File: src/rtl/pool_window_scheduler.sv
// Read-side window sequencer for the pooling row-ring buffer: walks every pooling window,
// frames reads for the vector_max lanes and returns row slots. Optional POOL_SCHED_PERF_EN adds perf counters.
module pool_window_scheduler #(
    parameter int W_OUT     = 16,
    parameter int H_OUT     = 16,
    parameter int WIN_W     = 2,
    parameter int WIN_H     = 2,
    parameter int STRIDE    = 2,
    parameter int ROW_WORDS = 32,
    parameter int RING_ROWS = 4,
    parameter int ADDR_W    = 10,
    parameter int DATA_LAT  = 2
) (
    input  logic              clk,
    input  logic              rst,
    input  logic              row_done,
    output logic              row_free,
    output logic [ADDR_W-1:0] rm_rd_addr,
    output logic              op_din_en,
    output logic              op_din_eop,
    input  logic              blob_dout_rdy,
    output logic              blob_dout_en,
    output logic              blob_dout_eop,
    output logic              busy,
    output logic              err_ovf
`ifdef POOL_SCHED_PERF_EN
    ,
    output logic [31:0]       perf_stall_cnt,
    output logic [31:0]       perf_win_cnt
`endif
);

    localparam int RH_W = $clog2(RING_ROWS + 1);
    localparam int KX_W = $clog2(WIN_W + 1);
    localparam int KY_W = $clog2(WIN_H + 1);
    localparam int OX_W = $clog2(W_OUT + 1);
    localparam int OY_W = $clog2(H_OUT + 1);

    localparam logic [KX_W-1:0]   KX_LAST     = KX_W'(WIN_W - 1);
    localparam logic [KY_W-1:0]   KY_LAST     = KY_W'(WIN_H - 1);
    localparam logic [OX_W-1:0]   OX_LAST     = OX_W'(W_OUT - 1);
    localparam logic [OY_W-1:0]   OY_LAST     = OY_W'(H_OUT - 1);
    localparam logic [RH_W-1:0]   RING_FULL   = RH_W'(RING_ROWS);
    localparam logic [RH_W-1:0]   WINH_RH     = RH_W'(WIN_H);
    localparam logic [RH_W-1:0]   STRIDE_RH   = RH_W'(STRIDE);
    localparam logic [ADDR_W-1:0] COL_STEP    = ADDR_W'(STRIDE);
    localparam logic [ADDR_W:0]   ROW_STEP    = (ADDR_W + 1)'(ROW_WORDS);
    localparam logic [ADDR_W:0]   STRIDE_STEP = (ADDR_W + 1)'(STRIDE * ROW_WORDS);
    localparam logic [ADDR_W:0]   WINH_STEP   = (ADDR_W + 1)'(WIN_H * ROW_WORDS);
    localparam logic [ADDR_W:0]   RING_WORDS  = (ADDR_W + 1)'(RING_ROWS * ROW_WORDS);

    typedef enum logic [1:0] {ST_WAIT, ST_ISSUE, ST_RELEASE} state_t;

    state_t              state;
    logic [KX_W-1:0]     kx;
    logic [KY_W-1:0]     ky;
    logic [OX_W-1:0]     ox;
    logic [OY_W-1:0]     oy;
    logic [RH_W-1:0]     rows_held;
    logic [RH_W-1:0]     rel_cnt;
    logic [ADDR_W-1:0]   base_addr;
    logic [ADDR_W-1:0]   slot_addr;
    logic [ADDR_W-1:0]   col_addr;
    logic                eop_frame;
    logic [DATA_LAT-1:0] dl_en;
    logic [DATA_LAT-1:0] dl_last;

    logic                win_ready, next_win, ox_last, row_last, last_read, issue, issue_ox_last;
    logic [ADDR_W-1:0]   issue_col;
    logic [RH_W-1:0]     rel_n;
    logic [ADDR_W:0]     base_step;

    // Slot addresses stay pre-multiplied by ROW_WORDS and wrap with one subtraction.
    function automatic logic [ADDR_W-1:0] ring_add(input logic [ADDR_W-1:0] a, input logic [ADDR_W:0] inc);
        logic [ADDR_W:0] s;
        s = {1'b0, a} + inc;
        if (s >= RING_WORDS) s = s - RING_WORDS;
        return s[ADDR_W-1:0];
    endfunction

    always_comb begin
        win_ready     = (rows_held >= WINH_RH) && blob_dout_rdy;
        next_win      = (state == ST_ISSUE) && op_din_eop;
        ox_last       = (ox == OX_LAST);
        row_last      = (oy == OY_LAST);
        last_read     = (kx == KX_LAST) && (ky == KY_LAST);
        issue         = 1'b0;
        case (state)
            ST_WAIT:  issue = win_ready;
            ST_ISSUE: issue = !op_din_eop || (!ox_last && blob_dout_rdy);
            default:  issue = 1'b0;
        endcase
        issue_col     = next_win ? col_addr + COL_STEP : col_addr;
        issue_ox_last = next_win ? ((ox + OX_W'(1)) == OX_LAST) : ox_last;
        rel_n         = row_last ? WINH_RH : STRIDE_RH;
        base_step     = row_last ? WINH_STEP : STRIDE_STEP;
    end

    // Window walker: kx/ky/slot_addr always point at the next read to issue.
    always_ff @(posedge clk) begin
        if (rst) begin
            state      <= ST_WAIT;
            kx         <= '0;
            ky         <= '0;
            ox         <= '0;
            oy         <= '0;
            rel_cnt    <= '0;
            base_addr  <= '0;
            slot_addr  <= '0;
            col_addr   <= '0;
            rm_rd_addr <= '0;
            op_din_en  <= 1'b0;
            op_din_eop <= 1'b0;
            eop_frame  <= 1'b0;
            row_free   <= 1'b0;
        end else begin
            op_din_en  <= issue;
            op_din_eop <= issue && last_read;
            eop_frame  <= issue && last_read && issue_ox_last && row_last;
            if (issue) begin
                rm_rd_addr <= slot_addr + issue_col + ADDR_W'(kx);
                if (kx == KX_LAST) begin
                    kx <= '0;
                    if (ky == KY_LAST) begin
                        ky        <= '0;
                        slot_addr <= base_addr;
                    end else begin
                        ky        <= ky + KY_W'(1);
                        slot_addr <= ring_add(slot_addr, ROW_STEP);
                    end
                end else begin
                    kx <= kx + KX_W'(1);
                end
            end
            case (state)
                ST_WAIT: begin
                    if (win_ready) state <= ST_ISSUE;
                end
                ST_ISSUE: begin
                    if (op_din_eop) begin
                        if (!ox_last) begin
                            ox       <= ox + OX_W'(1);
                            col_addr <= issue_col;
                            if (!blob_dout_rdy) state <= ST_WAIT;
                        end else begin
                            ox       <= '0;
                            col_addr <= '0;
                            row_free <= 1'b1;
                            rel_cnt  <= RH_W'(1);
                            state    <= ST_RELEASE;
                        end
                    end
                end
                ST_RELEASE: begin
                    if (rel_cnt == rel_n) begin
                        row_free  <= 1'b0;
                        base_addr <= ring_add(base_addr, base_step);
                        slot_addr <= ring_add(base_addr, base_step);
                        oy        <= row_last ? '0 : oy + OY_W'(1);
                        state     <= ST_WAIT;
                    end else begin
                        rel_cnt <= rel_cnt + RH_W'(1);
                    end
                end
                default: state <= ST_WAIT;
            endcase
        end
    end

    // A simultaneous row_done and row_free leave the occupancy unchanged.
    always_ff @(posedge clk) begin
        if (rst) begin
            rows_held <= '0;
            err_ovf   <= 1'b0;
        end else if (row_done && !row_free) begin
            if (rows_held == RING_FULL) err_ovf <= 1'b1;
            else rows_held <= rows_held + RH_W'(1);
        end else if (row_free && !row_done && rows_held != '0) begin
            rows_held <= rows_held - RH_W'(1);
        end
    end

    always_ff @(posedge clk) begin
        if (rst) begin
            dl_en   <= '0;
            dl_last <= '0;
        end else begin
            dl_en[0]   <= op_din_eop;
            dl_last[0] <= eop_frame;
            for (int i = 1; i < DATA_LAT; i++) begin
                dl_en[i]   <= dl_en[i-1];
                dl_last[i] <= dl_last[i-1];
            end
        end
    end

    assign blob_dout_en  = dl_en[DATA_LAT-1];
    assign blob_dout_eop = dl_en[DATA_LAT-1] & dl_last[DATA_LAT-1];
    assign busy          = (state != ST_WAIT) || (|dl_en);

`ifdef POOL_SCHED_PERF_EN
    always_ff @(posedge clk) begin
        if (rst) begin
            perf_stall_cnt <= '0;
            perf_win_cnt   <= '0;
        end else begin
            if (state == ST_WAIT && rows_held >= WINH_RH && !blob_dout_rdy)
                perf_stall_cnt <= perf_stall_cnt + 32'd1;
            if (op_din_eop)
                perf_win_cnt <= perf_win_cnt + 32'd1;
        end
    end
`endif

endmodule

File: config.mk
export PLATFORM = sky130hd
export DESIGN_NAME = pool_window_scheduler
export DESIGN_NICKNAME = d
export VERILOG_FILES = /design/src/rtl/pool_window_scheduler.sv
export SDC_FILE = /design/constraint.sdc
export NUM_CORES = 1
export LEC_CHECK = 0
export ABC_AREA = 1
export BUFFER_PORTS_ARGS = -buffer_cell sky130_fd_sc_hd__buf_4
export CORE_ASPECT_RATIO = 0.9
export CORE_MARGIN = 3
export CORE_UTILIZATION = 39
export CTS_CLUSTER_DIAMETER = 100
export DETAILED_ROUTE_END_ITERATION = 8
export PLACE_DENSITY = 0.64
export SLEW_MARGIN = 5
export SYNTH_ARGS = -nofsm -noshare
export SYNTH_HDL_FRONTEND = slang
export SYNTH_SLANG_ARGS = --single-unit
File: constraint.sdc
create_clock -name clk -period 4 [get_ports clk]
set_input_delay 0 -clock clk [delete_from_list [all_inputs] [get_ports clk]]
set_output_delay 0 -clock clk [all_outputs]
set_load 0.02 [all_outputs]
# Word level (Yosys, flattened, before mapping)
# Cells that the tools add are included.
# Widths: inputs -> output; s select.
[word_totals]
inputBits = 4
word_cells = 114
output_inout_bits = 17
reg_bits = 71
[classes]
add_sub_neg = 14
reduce_logical = 30
order_cmp = 3
mux = 32
n_eq_ne = 16
bitwise_logic = 1
[ops]
columns = ["op", "count"]
rows = [
  ["$mux 10", 9],
  ["$ge 11x8->1 const B", 2],
  ["$sub 10x8->10 const B", 2],
  ["$mux 3", 6],
  ["$eq 5x4->1 const B", 3],
  ["$mux 2", 7],
  ["$ne 2x2->1 const B", 6],
  ["$reduce_and 4->1", 3],
  ["$add 10x6->11 const B", 1],
  ["$add 10x7->11 const B", 1],
  ["$add 10x10->10", 1],
  ["$add 10x2->10", 1],
  ["$add 10x2->10 const B", 1],
  ["$add 5x1->5 const B", 2],
  ["$logic_and 1x1->1", 10],
  ["$mux 5", 2],
  ["$reduce_and 2->1", 5],
  ["$add 3x1->3 const B", 2],
  ["$eq 2x1->1 const B", 3],
  ["$pmux 2 s3", 1],
  ["$pmux 3 s2", 1],
  ["$reduce_bool 2->1", 3],
  ["$add 2x1->2 const B", 2],
  ["$logic_not 1->1", 4],
  ["13 further kinds", 18],
]

# Longest topological paths before layout
[logic_depth]
ltp_word = 8
mapped_depth = 20
ltp_nobuf = 20

# Worst setup path after synthesis
# Ideal clock, no wire load.
[synth_timing]
path_type = "reg-to-reg"
from = "reg op_din_eop"
to = "reg rm_rd_addr[7]"
period_less_slack_ns = 2.817
required_ns = 3.942
n_path_buf = 1
path_stages_with_launch = 15
path_slack_ns = 1.183
t_arrival_ns = 2.759
setup_time_ns = 0.058
cell_sequence = "dfxtp_1 -> nand2_4 -> clkbuf_1 -> nand2_1 -> nand2_1 -> fa_1 -> ha_1 -> inv_1 -> fa_1 -> nor3_1 -> nor2_1 -> or2_2 -> nand3_1 -> o211ai_1 -> inv_1"
[synth_via]
elab_chain_cells = 4
word_cells_on_any_way = 7
cone_classes = "add/sub: 2; mux: 2; reduce/logical: 3"
[synth_lines]
columns = ["element", "line_no", "text"]
rows = [
  ["start: declaration", "20", "output logic op_din_eop,"],
  ["start signal: assignment", "118", "op_din_eop <= issue && last_read;"],
  ["$logic_and 1x1->1", "83", "next_win = (state == ST_ISSUE) && op_din_eop;"],
  ["$mux 10", "93", "issue_col = next_win ? col_addr + COL_STEP : col_addr;"],
  ["$add 10x10->10", "121", "rm_rd_addr <= slot_addr + issue_col + ADDR_W'(kx);"],
  ["$add 10x2->10", "121", ""],
  ["end signal: assignment", "121", ""],
  ["end: declaration", "18", "output logic [ADDR_W-1:0] rm_rd_addr,"],
]
# Several ways; a longest one is shown, not always the timed one.
# A chain may end at the register's enable or synchronous reset.

# Final worst setup path
[layout_timing]
from = "reg state[1]"
to = "reg rm_rd_addr[7]"
[layout_via]
elab_chain_cells = 5
word_cells_on_any_way = 7
cone_classes = "add/sub: 2; eq/ne: 1; mux: 2; reduce/logical: 2"
[layout_lines]
columns = ["element", "line_no", "text"]
rows = [
  ["start: declaration", "54", "state_t state;"],
  ["start signal: assignment", "102", "state <= ST_WAIT;"],
  ["start signal: assignment", "137", "if (win_ready) state <= ST_ISSUE;"],
  ["start signal: assignment", "144", "if (!blob_dout_rdy) state <= ST_WAIT;"],
  ["$eq 2x1->1", "83, 88", ""],
  ["$logic_and 1x1->1", "83", ""],
  ["$mux 10", "93", ""],
  ["$add 10x10->10", "121", ""],
  ["$add 10x2->10", "121", ""],
]
# Several ways; a longest one is shown, not always the timed one.

==> metrics.md <==
| Metric | Value |
|---|---|
| Top cells by area, synth | dfxtp_1, nand2_1, ha_1 |
| WHS | between 0.03 and 0.04 ns |
| Critical path type | reg2reg |
| Post-DRT Antenna Nets | 0 |
| Resize count post-CTS | 0 |
| GRT Util Overall | 15.4% |
| EDFF count, synth | 0 |
| Hold Path Cell Cnt | 2 |
| Area of the multi-input gates | 0.00190 mm² |
| Iteration-0 DRC Markers | 118 |
| Util after Layout | approximately 45% |
| Distinct cells, synth | 33 |
| Gate count after technology mapping | 473 |
| Top FF cell, synth | dfxtp_1 |
| Clk network pwr share | between 30% and 40% |
| Cells along the critical path | nor2_4 > nand2_4 > or2_2 > nand2_1 > fa_1 > ha_1 > inv_1 > fa_1 > nor3_1 > nor2_1 > or2_2 > nand3_1 > o211ai_1 > inv_1 |
| Critical Path RT | 4.29 ns |
| Die height | 95.6 µm |
| Fin. max-slew vios | 0 |
| NetSw | 0.397 mW |
| Hold endpoint | err_ovf |
| Final worst-path cycle share | 70.9% |
| Status | completed |
| Buffer depth of the longest clock path | 2 |
| Grt total ovfl | 0 |
| Syn_area_per_cell | 7.35 µm² |
| Leak | 1.78 nW |
| Vias/cell | 4.74 |
| Worst r2r src | state[1] |
| Clock-pin slew on the worst setup and hold paths | roughly 0.08 ns |
| Critical path buffers and inverters | 2 |
| Register Area | 0.00128 mm² |
| Starting Density | 40.4% |
| Via count | ~2,900 |
| Cells on worst reg2reg path | 14 |
| Sequential power share | 50.7% |
| Maximum Capacitance Violations | 0 |
| Total power | 1.36 mW |
| # fillers | 898 |
| Drt drc | 0 |
| Seq/Total Area, Yosys | 36.8% |
| Mapped Nets | 509 |
| Final setup viols | 0 |
| Die footprint | 0.0101 mm² |
| PortBufs | 20 |
| Peak VDD IR | 0.130 mV |
| Setup bufs post-CTS | 0 |
| Final Instance Area | 0.00390 mm² |
| Flops & latches, synth | 64 |
| Ratio of cells with drive above 1 in the final layout | 11.2% |
| TritonCTS clock tree | built |
| First-pass GRT wire length | 12,600 µm |
| Drt total wl | 7230 µm |
| Area growth, synth to finish | 12.3% |
| Fin. Hold Viols | 0 |
| Worst setup SP type | register |
| Wire length per cell | 11.6 µm |
| Arrival @ worst endpoint | 3.12 ns |
| Pwr dens | around 350 mW/mm² |
| Peak Freq | 353 MHz |
| Sw frac | 29.2% |
| CTS HTree Levels | 3 |
| Number of I/O pins | 21 |
| Router iterations before antenna repair | 4 |
| Crit-path max cell delay | between 0.4 and 0.5 ns |
| Final Skew | 0.00868 ns |
| Worst hold path type | in2reg |
| Synth top area share | 36.8% |
| Hpwl dp | approximately 5400 µm |
| Row cnt | 32 |
| Setup repair after global routing missed its margin | false |
| Reg2reg end | rm_rd_addr[7] |
| CTS Buf Count | 9 |
| Least-Margin Pin Slew | ~0.69 ns |
| Post-layout min period | 2.84 ns |
| Crit Path Max Fanout | 19 |
| Placed Area | 0.00374 mm² |
| Power share of the combinational group | 14.3% |
| Setup Total Neg Slack | 0 ns |
| Core area | 0.00861 mm² |
| Antenna violations before repair | 0 |
| Reg2reg setup slack | 1.16 ns |
| Headroom to the max-slew limit | between 50% and 60% |
| List of most frequent post-synthesis cells | nand2_1, inv_1, dfxtp_1, nor2_1, a21oi_1 |
| Largest net degree at the start of global routing | 29 |
| GPL Wtd Cong | 0.881 |
| Synth Cell Area | 0.00348 mm² |
| Vias in the first global route | 2,788 |
| Worst path top cell family by delay | simple AND/OR/NAND/NOR gates |
| Post-synthesis async set-or-reset flop share | 0% |
| Hold_sp | rst |
| # hold bufs at CTS | 0 |
| Worst-Skew Late Latency | 0.34 ns |
| Root cell of the clock tree | clkbuf_8 |
| Clk sinks | 64 |
| Die Wd | 106 µm |
| Synth warn | 0 |
| Int Pwr | 0.961 mW |
| Largest area contributor in the netlist | dfxtp_1 |
| N_diodes | 0 |
| Count leader, synth | nand2_1 |
| CP endpoint kind | register |
| Worst path slowest cell | fa_1 |
| Layout net count | between 500 and 600 |
[flip-flops by register name, indices dropped and copies added (netlist names)]
register,cells
kx,2
ky,2
col_addr,9
eop_frame,1
state,2
op_din_eop,1
dl_last,2
rel_cnt,3
rows_held,3
row_free,1
rm_rd_addr,10
dl_en,2
ox,5
slot_addr,10
oy,5
err_ovf,1
op_din_en,1
base_addr,4
[power by group through the flow]
| stage | logic [mW] | registers [mW] | clock network (mW) |
|---|---|---|---|
| finish | 0.195 | 0.689 | 0.475 |
| CTS | 0.198 | 0.689 | 0.498 |
| global placement | 0.192 | 0.702 | 0 |
| floorplan | 0.116 | 0.724 | 0 |
| global route | 0.222 | 0.693 | 0.520 |
| detailed placement | 0.196 | 0.703 | 0 |
[per-stage QoR]
stage,std cells,worst slack [ns]
2_1_floorplan,473,1.18
3_3_place_gp,605,1.24
3_5_place_dp,605,1.17
4_1_cts,621,1.16
5_1_grt,621,0.854
6_report,621,1.16
[worst max path at each step]
stage                     cells after the start            end  startpoint
after global routing                         17  rm_rd_addr[9]    state[0]
after floorplan                              14  rm_rd_addr[7]  op_din_eop
after detailed placement                     16  rm_rd_addr[9]    state[1]
after CTS                                    16  rm_rd_addr[9]    state[1]
after global placement                       14  rm_rd_addr[7]    state[1]
final                                        14  rm_rd_addr[7]    state[1]
[layer usage]
metal  routed length, µm  part of all wire [%]  up-vias  global-route usage, %
met4                  46                  0.64        0                   5.50
met5                   0                     0        -                      0
met1                3470                    48     1335                   19.2
met3                 291                   4.0        4                   3.72
met2                3420                    47       34                   26.2
li1                    -                     -     1568                      -
[cell usage in the layout (no fill, tap or decap)]
master and count:
nand2_1 100, inv_1 65, dfxtp_1 64, nor2_1 48, a21oi_1 36, ha_1 29
nand3_1 28, o21ai_0 22, buf_4 20, xor2_1 12, clkbuf_8 9, xnor2_1 8
or2_2 7, o211ai_1 7, nand4_1 6, clkinv_2 5, nor2_2 4, nor3_1 4
o21ai_1 4, inv_2 3, nand2_2 3, a211oi_1 3, fa_1 3, nor2_4 2
nand2_4 1, clkinv_1 1, o311ai_0 1, nor3b_1 1, a22o_1 1, or2_0 1
or2_1 1, clkinv_4 1, clkbuf_1 1, clkinvlp_4 1
[area by class of cell]
| class | count | share of cell area (%) |
|---|---|---|
| repair buffers | 20 | 3.85 |
| clock inverters | 6 | 0.929 |
| clock buffers | 10 | 3.27 |
| multi-input cells | 332 | 48.6 |
| inverters | 70 | 6.76 |
| flip-flops and latches | 64 | 32.8 |
| well taps | 119 | 3.81 |
[logic make-up after synthesis]
family                   after synthesis  synth area share, %
flip-flops                            64                 36.8
AND/OR/NAND/NOR                      206                 25.7
XOR/XNOR                              20                 5.04
AO/OA/AOI/OAI                         74                 11.6
adder cells (fa/ha/maj)               32                 12.2
buffers and inverters                 77                 8.64
No activity file was read; power rests on OpenSTA's default activity.
